File: config.mk
export PLATFORM = sky130hd
export DESIGN_NAME = clock_controller
export DESIGN_NICKNAME = d
export VERILOG_FILES = /design/src/rtl/clock_controller.sv
export SDC_FILE = /design/constraint.sdc
export NUM_CORES = 1
export LEC_CHECK = 0
export CAP_MARGIN = 30
export CORE_MARGIN = 2
export CORE_UTILIZATION = 40
export DETAILED_ROUTE_END_ITERATION = 6
export MAX_ROUTING_LAYER = met4
export PLACE_DENSITY = 0.58
export RECOVER_POWER = 50
export SYNTH_ARGS = -nofsm -noshare
export SYNTH_HDL_FRONTEND = slang
export SYNTH_SLANG_ARGS = --single-unit
File: constraint.sdc
create_clock -name clk -period 2.07 [get_ports clk]
set_clock_uncertainty 0.05 [all_clocks]
set_input_delay 0.207 -clock clk [delete_from_list [all_inputs] [get_ports clk]]
set_output_delay 0.207 -clock clk [all_outputs]
set_load 0.01 [all_outputs]
File: src/rtl/clock_controller.sv
// Front-panel controller for the alarm clock: debounced MODE/SET buttons step a
// seven-state set-mode FSM, issue field increments with auto-repeat, and run the alarm ringer.
module clock_controller #(
    parameter int DEBOUNCE  = 4,
    parameter int REPEAT    = 8,
    parameter int RING_SECS = 10
) (
    input  logic       clk,
    input  logic       reset,
    input  logic       btn_mode,
    input  logic       btn_set,
    input  logic       tick,
    input  logic       alarm_match,
    output logic [1:0] clock_select,
    output logic       clock_increment,
    output logic [1:0] alarm_select,
    output logic       alarm_increment,
    output logic       alarm_enable,
    output logic       buzzer,
    output logic [2:0] state
);
    localparam logic [1:0] SELECT_NONE = 2'd0;
    localparam logic [1:0] SELECT_HOUR = 2'd1;
    localparam logic [1:0] SELECT_MIN  = 2'd2;
    localparam logic [1:0] SELECT_SEC  = 2'd3;

    localparam int DB_W = $clog2(DEBOUNCE + 1);
    localparam int RP_W = $clog2(REPEAT + 1);
    localparam int RG_W = $clog2(RING_SECS + 1);

    typedef enum logic [2:0] {
        RUN    = 3'd0,
        C_HOUR = 3'd1,
        C_MIN  = 3'd2,
        C_SEC  = 3'd3,
        A_HOUR = 3'd4,
        A_MIN  = 3'd5,
        A_SEC  = 3'd6
    } state_e;

    // Button index 0 is MODE, index 1 is SET.
    logic [1:0]      btn_raw;
    logic [1:0]      sync1_q, sync2_q, fill_q;
    logic [1:0]      run_q, run_d, acc_q, acc_d, valid_q, valid_d, press_q, press_d;
    logic [DB_W-1:0] db_cnt_q [2];
    logic [DB_W-1:0] db_cnt_d [2];

    assign btn_raw = {btn_set, btn_mode};

    // A level is accepted after DEBOUNCE equal samples; a rise only counts as a press
    // once some level has been accepted since reset, so a button held through reset is ignored.
    always_comb begin
        for (int i = 0; i < 2; i++) begin
            run_d[i]    = run_q[i];
            acc_d[i]    = acc_q[i];
            valid_d[i]  = valid_q[i];
            db_cnt_d[i] = db_cnt_q[i];
            if (fill_q[1]) begin
                if (db_cnt_q[i] == '0 || sync2_q[i] != run_q[i]) begin
                    run_d[i]    = sync2_q[i];
                    db_cnt_d[i] = DB_W'(1);
                end else if (db_cnt_q[i] != DB_W'(DEBOUNCE)) begin
                    db_cnt_d[i] = db_cnt_q[i] + DB_W'(1);
                end
                if (db_cnt_d[i] == DB_W'(DEBOUNCE)) begin
                    acc_d[i]   = run_d[i];
                    valid_d[i] = 1'b1;
                end
            end
            press_d[i] = acc_d[i] & ~acc_q[i] & valid_q[i];
        end
    end

    always_ff @(posedge clk or negedge reset) begin
        if (!reset) begin
            sync1_q <= '0;
            sync2_q <= '0;
            fill_q  <= '0;
            run_q   <= '0;
            acc_q   <= '0;
            valid_q <= '0;
            press_q <= '0;
            for (int i = 0; i < 2; i++) db_cnt_q[i] <= '0;
        end else begin
            sync1_q <= btn_raw;
            sync2_q <= sync1_q;
            fill_q  <= {fill_q[0], 1'b1};
            run_q   <= run_d;
            acc_q   <= acc_d;
            valid_q <= valid_d;
            press_q <= press_d;
            for (int i = 0; i < 2; i++) db_cnt_q[i] <= db_cnt_d[i];
        end
    end

    state_e          state_q, state_d;
    logic            ring_q, ring_d, match_q;
    logic            enable_q, enable_d;
    logic            clk_inc_q, clk_inc_d, alm_inc_q, alm_inc_d;
    logic            rep_active_q, rep_active_d;
    logic [RP_W-1:0] rep_cnt_q, rep_cnt_d;
    logic [RG_W-1:0] ring_cnt_q, ring_cnt_d;
    logic            silence, mode_go, set_go, in_clk, in_alm, fire;

    // Presses that silence the ringer are consumed; MODE wins over a simultaneous SET.
    assign silence = ring_q & (press_q[0] | press_q[1]);
    assign mode_go = press_q[0] & ~ring_q;
    assign set_go  = press_q[1] & ~press_q[0] & ~ring_q;
    assign in_clk  = state_q inside {C_HOUR, C_MIN, C_SEC};
    assign in_alm  = state_q inside {A_HOUR, A_MIN, A_SEC};

    always_ff @(posedge clk or negedge reset) begin
        if (!reset) state_q <= RUN;
        else        state_q <= state_d;
    end

    always_comb begin
        state_d = state_q;
        if (mode_go) state_d = (state_q == A_SEC) ? RUN : state_e'(state_q + 3'd1);
    end

    always_comb begin
        clock_select = SELECT_NONE;
        alarm_select = SELECT_NONE;
        case (state_q)
            C_HOUR:  clock_select = SELECT_HOUR;
            C_MIN:   clock_select = SELECT_MIN;
            C_SEC:   clock_select = SELECT_SEC;
            A_HOUR:  alarm_select = SELECT_HOUR;
            A_MIN:   alarm_select = SELECT_MIN;
            A_SEC:   alarm_select = SELECT_SEC;
            default: ;
        endcase
        state = state_q;
    end

    // Any MODE press kills the repeat on the same cycle, so an increment never lands on a new select.
    always_comb begin
        enable_d     = enable_q;
        rep_active_d = rep_active_q;
        rep_cnt_d    = rep_cnt_q;
        ring_d       = ring_q;
        ring_cnt_d   = ring_cnt_q;
        fire         = 1'b0;
        if (set_go && state_q == RUN) enable_d = ~enable_q;
        if (set_go && (in_clk || in_alm)) begin
            fire         = 1'b1;
            rep_active_d = 1'b1;
            rep_cnt_d    = RP_W'(1);
        end else if (rep_active_q) begin
            if (!acc_q[1] || press_q[0]) begin
                rep_active_d = 1'b0;
            end else if (rep_cnt_q >= RP_W'(REPEAT) && !(clk_inc_q || alm_inc_q)) begin
                fire      = 1'b1;
                rep_cnt_d = RP_W'(1);
            end else if (rep_cnt_q != '1) begin
                rep_cnt_d = rep_cnt_q + RP_W'(1);
            end
        end
        clk_inc_d = fire & in_clk;
        alm_inc_d = fire & in_alm;
        if (ring_q) begin
            if (silence || !enable_q) begin
                ring_d = 1'b0;
            end else if (tick) begin
                ring_cnt_d = ring_cnt_q + RG_W'(1);
                if (ring_cnt_d == RG_W'(RING_SECS)) ring_d = 1'b0;
            end
        end else if (alarm_match && !match_q && enable_q && state_q == RUN) begin
            ring_d     = 1'b1;
            ring_cnt_d = '0;
        end
    end

    always_ff @(posedge clk or negedge reset) begin
        if (!reset) begin
            enable_q     <= 1'b0;
            rep_active_q <= 1'b0;
            rep_cnt_q    <= '0;
            ring_q       <= 1'b0;
            ring_cnt_q   <= '0;
            match_q      <= 1'b0;
            clk_inc_q    <= 1'b0;
            alm_inc_q    <= 1'b0;
        end else begin
            enable_q     <= enable_d;
            rep_active_q <= rep_active_d;
            rep_cnt_q    <= rep_cnt_d;
            ring_q       <= ring_d;
            ring_cnt_q   <= ring_cnt_d;
            match_q      <= alarm_match;
            clk_inc_q    <= clk_inc_d;
            alm_inc_q    <= alm_inc_d;
        end
    end

    assign clock_increment = clk_inc_q;
    assign alarm_increment = alm_inc_q;
    assign alarm_enable    = enable_q;
    assign buzzer          = ring_q;
endmodule

==> metrics.csv <==
stage;metric;value;unit
status;status;finished, final reports clean;
floorplan;die_x;72.4;um
power_and_ir_drop;p_seq_share;48.2;%
global_route;antenna_found_initial;0;
floorplan;core;4440;um^2
power_and_ir_drop;comb_power_share;26.1;%
cts;root_buffer;clkbuf_8;
worst_setup_path;r2r-start;db_cnt_q[0];
sta;worst_slack;0.0747;ns
floorplan;rows;24;
flow_run;cap_viol_max_count;0;
power_and_ir_drop;internal-power;1320;uW
synth;synth_top_family_by_area;simple AND/OR/NAND/NOR gates;
layout;fin_cells;256;
synth;netlist_area;1870;um^2
sta;finalSetupTns;0;ns
synth;synthesis.nets;194;
floorplan;die_height;72.4;um
synth;synth_cells;179;
synth;ys_warn_count;0;
floorplan;die_area;5240;um^2
power_and_ir_drop;p_leak;0.00102;uW
sta;final-hold-violation-count;0;
worst_setup_path;end_kind;primary output;
worst_setup_path;path_class;reg -> out;
synth;yosys-top-cells-area;dfrtp_1 (49%), ha_1 (6.0%), nand2_1 (3.4%);
synth;synth-seq-cells;37;
synth;async_flop_share;100;%
layout;nets;218;
power_and_ir_drop;power;1940;uW
global_route;grt_use_total;15.1;%
route;ant_nets;0;
floorplan;initial_core_util;42.1;%
power_and_ir_drop;p_switching;620;uW
sta;maxSlewHeadroom;40.1;%
synth;yosysTopAreaCell;dfrtp_1;
cts;cts_buffers;5;
synth;synth_adder_area_share;6.02;%
synth;synthSimpleGateAreaFrac;20.1;%
layout;drive_gt1_share;16.7;%
sta;fin_crit_sh;96.4;%
route;drc;0;
cts;clk_pin_slew;0.08;ns
placement;dp_cells;246;
global_route;overflow;0;
cts;cts_sinks;37;
power_and_ir_drop;pwr-share-clk;25.7;%
placement;place_congestion;0.785;
global_route;grt_pass1_wl;5.78;mm
synth;synth_common_cells;dfrtp_1 (37), nand2_1 (17), inv_1 (13);
synth;synth_edf_count;0;
placement;pre_cts_slack;0.136;ns
cts;cts_hold_buffers;0;
worst_setup_path;required;1.81;ns
sta;fin_crit;2.00;ns
sta;worstMarginPinSlew;0.898;ns
synth;yosys.area_share.xor_xnor;3.28;%
placement;port_buffers;16;
min_path;worstHoldStart;sync1_q[0];
route;routed_via_density;5.24;
synth;avgSynthCellArea;10.4;um^2
cts;h-tree-depth;2;
synth;muxShareOfSynthArea;3.55;%
cts;tritoncts;yes;
floorplan;pin_count;17;
sta;rsz0062_at_grt;no;
cts;clockBufferDepth;2;
power_and_ir_drop;switching_share;32.0;%
power_and_ir_drop;vdd_drop_max;494;uV
worst_setup_path;r2r_cells;6;
min_path;hold_depth;0;
cts;clock_latency;0.30;ns
route;wl_per_cell;13.1;um
route;route.final.wire_length;3.35;mm
synth;synth-seq-area-share;49.5;%
worst_setup_path;r2r_slack;0.13;ns
sta;fmax;501;MHz
min_path;min_to;sync2_q[0];
power_and_ir_drop;p_per_area;885;nW/um^2
route;dr.pass1.iters;4;
sta;slew_violations;0;
synth;synthDistinctLibCells;45;
synth;synth_compound_area_share;12.7;%
synth;synth_ff_type;dfrtp_1;
layout;diodes;0;
min_path;hp-class;reg -> reg;
synth;yosysMostFrequentCell;dfrtp_1;
worst_setup_path;cp_max_fo;5;
route;drt-initial-drc-count;41;
worst_setup_path;cp-start-kind;flop;
worst_setup_path;reg2reg_to;acc_q[1];
layout;syn_to_final_growth;17.2;%
worst_setup_path;critPathArrivalTime;1.74;ns
global_route;grt_max_degree;38;
synth;synth_top_area_share;49.5;%
sta;finalSetupViolations;0;
global_route;grt_pass1_vias;1328;
placement;dp_hpwl;2.45;mm
route;vias;1342;
==> worst max-delay path by stage <==
stage / from / to / slack, ns / depth (start not counted)
finish: state[0] / alarm_select[1] / 0.07 / 5
global route: state[0] / alarm_select[1] / 0.01 / 5
CTS: state[1] / clock_select[0] / 0.03 / 6
detailed placement: db_cnt_q[0] / acc_q[1] / 0.14 / 6
global placement: db_cnt_q[0] / acc_q[1] / 0.22 / 6
floorplan: db_cnt_q[0] / acc_q[1] / 0.26 / 6
==> critical path, cell delays in order, from the launching register on <==
cell,delay (ns)
dfrtp_1,0.39
buf_4,0.15
buf_4,0.15
xnor2_1,0.14
nor2_1,0.09
clkdlybuf4s50_1,0.53
==> cell type report <==
class	instances	area (um^2)
clock buffer	5	68.8
inverter	13	48.8
multi-input combinational	124	860
sequential	37	927
timing repair buffer	22	205
clock inverter	3	17.5
tap	52	65.1
fill	405	2250
==> cells by family (layout without fill, tap and decap cells) <==
group | Yosys count | in the layout
xor+xnor | 7 | 7
fa+ha+maj | 9 | 9
buf+inv | 18 | 43
flops | 37 | 37
compound gates | 35 | 35
other cells | 1 | 1
mux | 6 | 6
simple gates | 66 | 66
==> flip-flops by register name, summed over array words and instances (netlist names) <==
register / count
acc_q: 2
alarm_enable: 1
alarm_increment: 1
buzzer: 1
clock_increment: 1
db_cnt_q: 6
fill_q: 2
match_q: 1
press_q: 2
rep_active_q: 1
rep_cnt_q: 4
ring_cnt_q: 4
run_q: 2
state: 3
sync1_q: 2
sync2_q: 2
valid_q: 2
==> metrics by stage <==
| stage | utilization, % | instance area, um^2 | hold WS [ns] |
|---|---|---|---|
| floorplan | - | 1870 | -0.139 |
| global placement | 47.0 | 2090 | 0.289 |
| detailed placement | 47.0 | 2090 | 0.293 |
| CTS | 49.3 | 2190 | 0.284 |
| global route | 49.3 | 2190 | 0.315 |
| finish | 49.3 | 2190 | 0.307 |
==> per-layer routing <==
metal  up-vias  wire length, um  GRT usage, %  share of wire (%)
met5         -                0             -                  0
met4         0               59          6.38                1.8
met3         6              115          5.97                3.4
met2        12             1610          24.4                 48
met1       657             1570          16.5                 47
li1        667                -             -                  -
==> placed cells by master, fill, tap and decap left out, types with 8 or more instances in the layout <==
master           synthesis  layout
dfrtp_1                 37      36
nand2_1                 17      17
inv_1                   13      13
o21ai_0                 12      12
clkdlybuf4s50_1          0      11
nor2_1                  10      10
nand3_1                 10      10
a21oi_1                  8       8
ha_1                     9       8
==> power groups by stage <==
stage	registers [uW]	logic [uW]	clock network (uW)
after detailed placement	954	499	0
final	934	506	499
after global routing	949	567	556
after CTS	934	517	520
after global placement	944	471	0
after floorplan	930	359	0
==> timing repair <==
action,CTS,global route
resized for setup,1,2
hold endpoints to repair,0,0
endpoints found under the setup margin,1,1
buffers inserted,2,0
(Power assumes the default switching activity.)
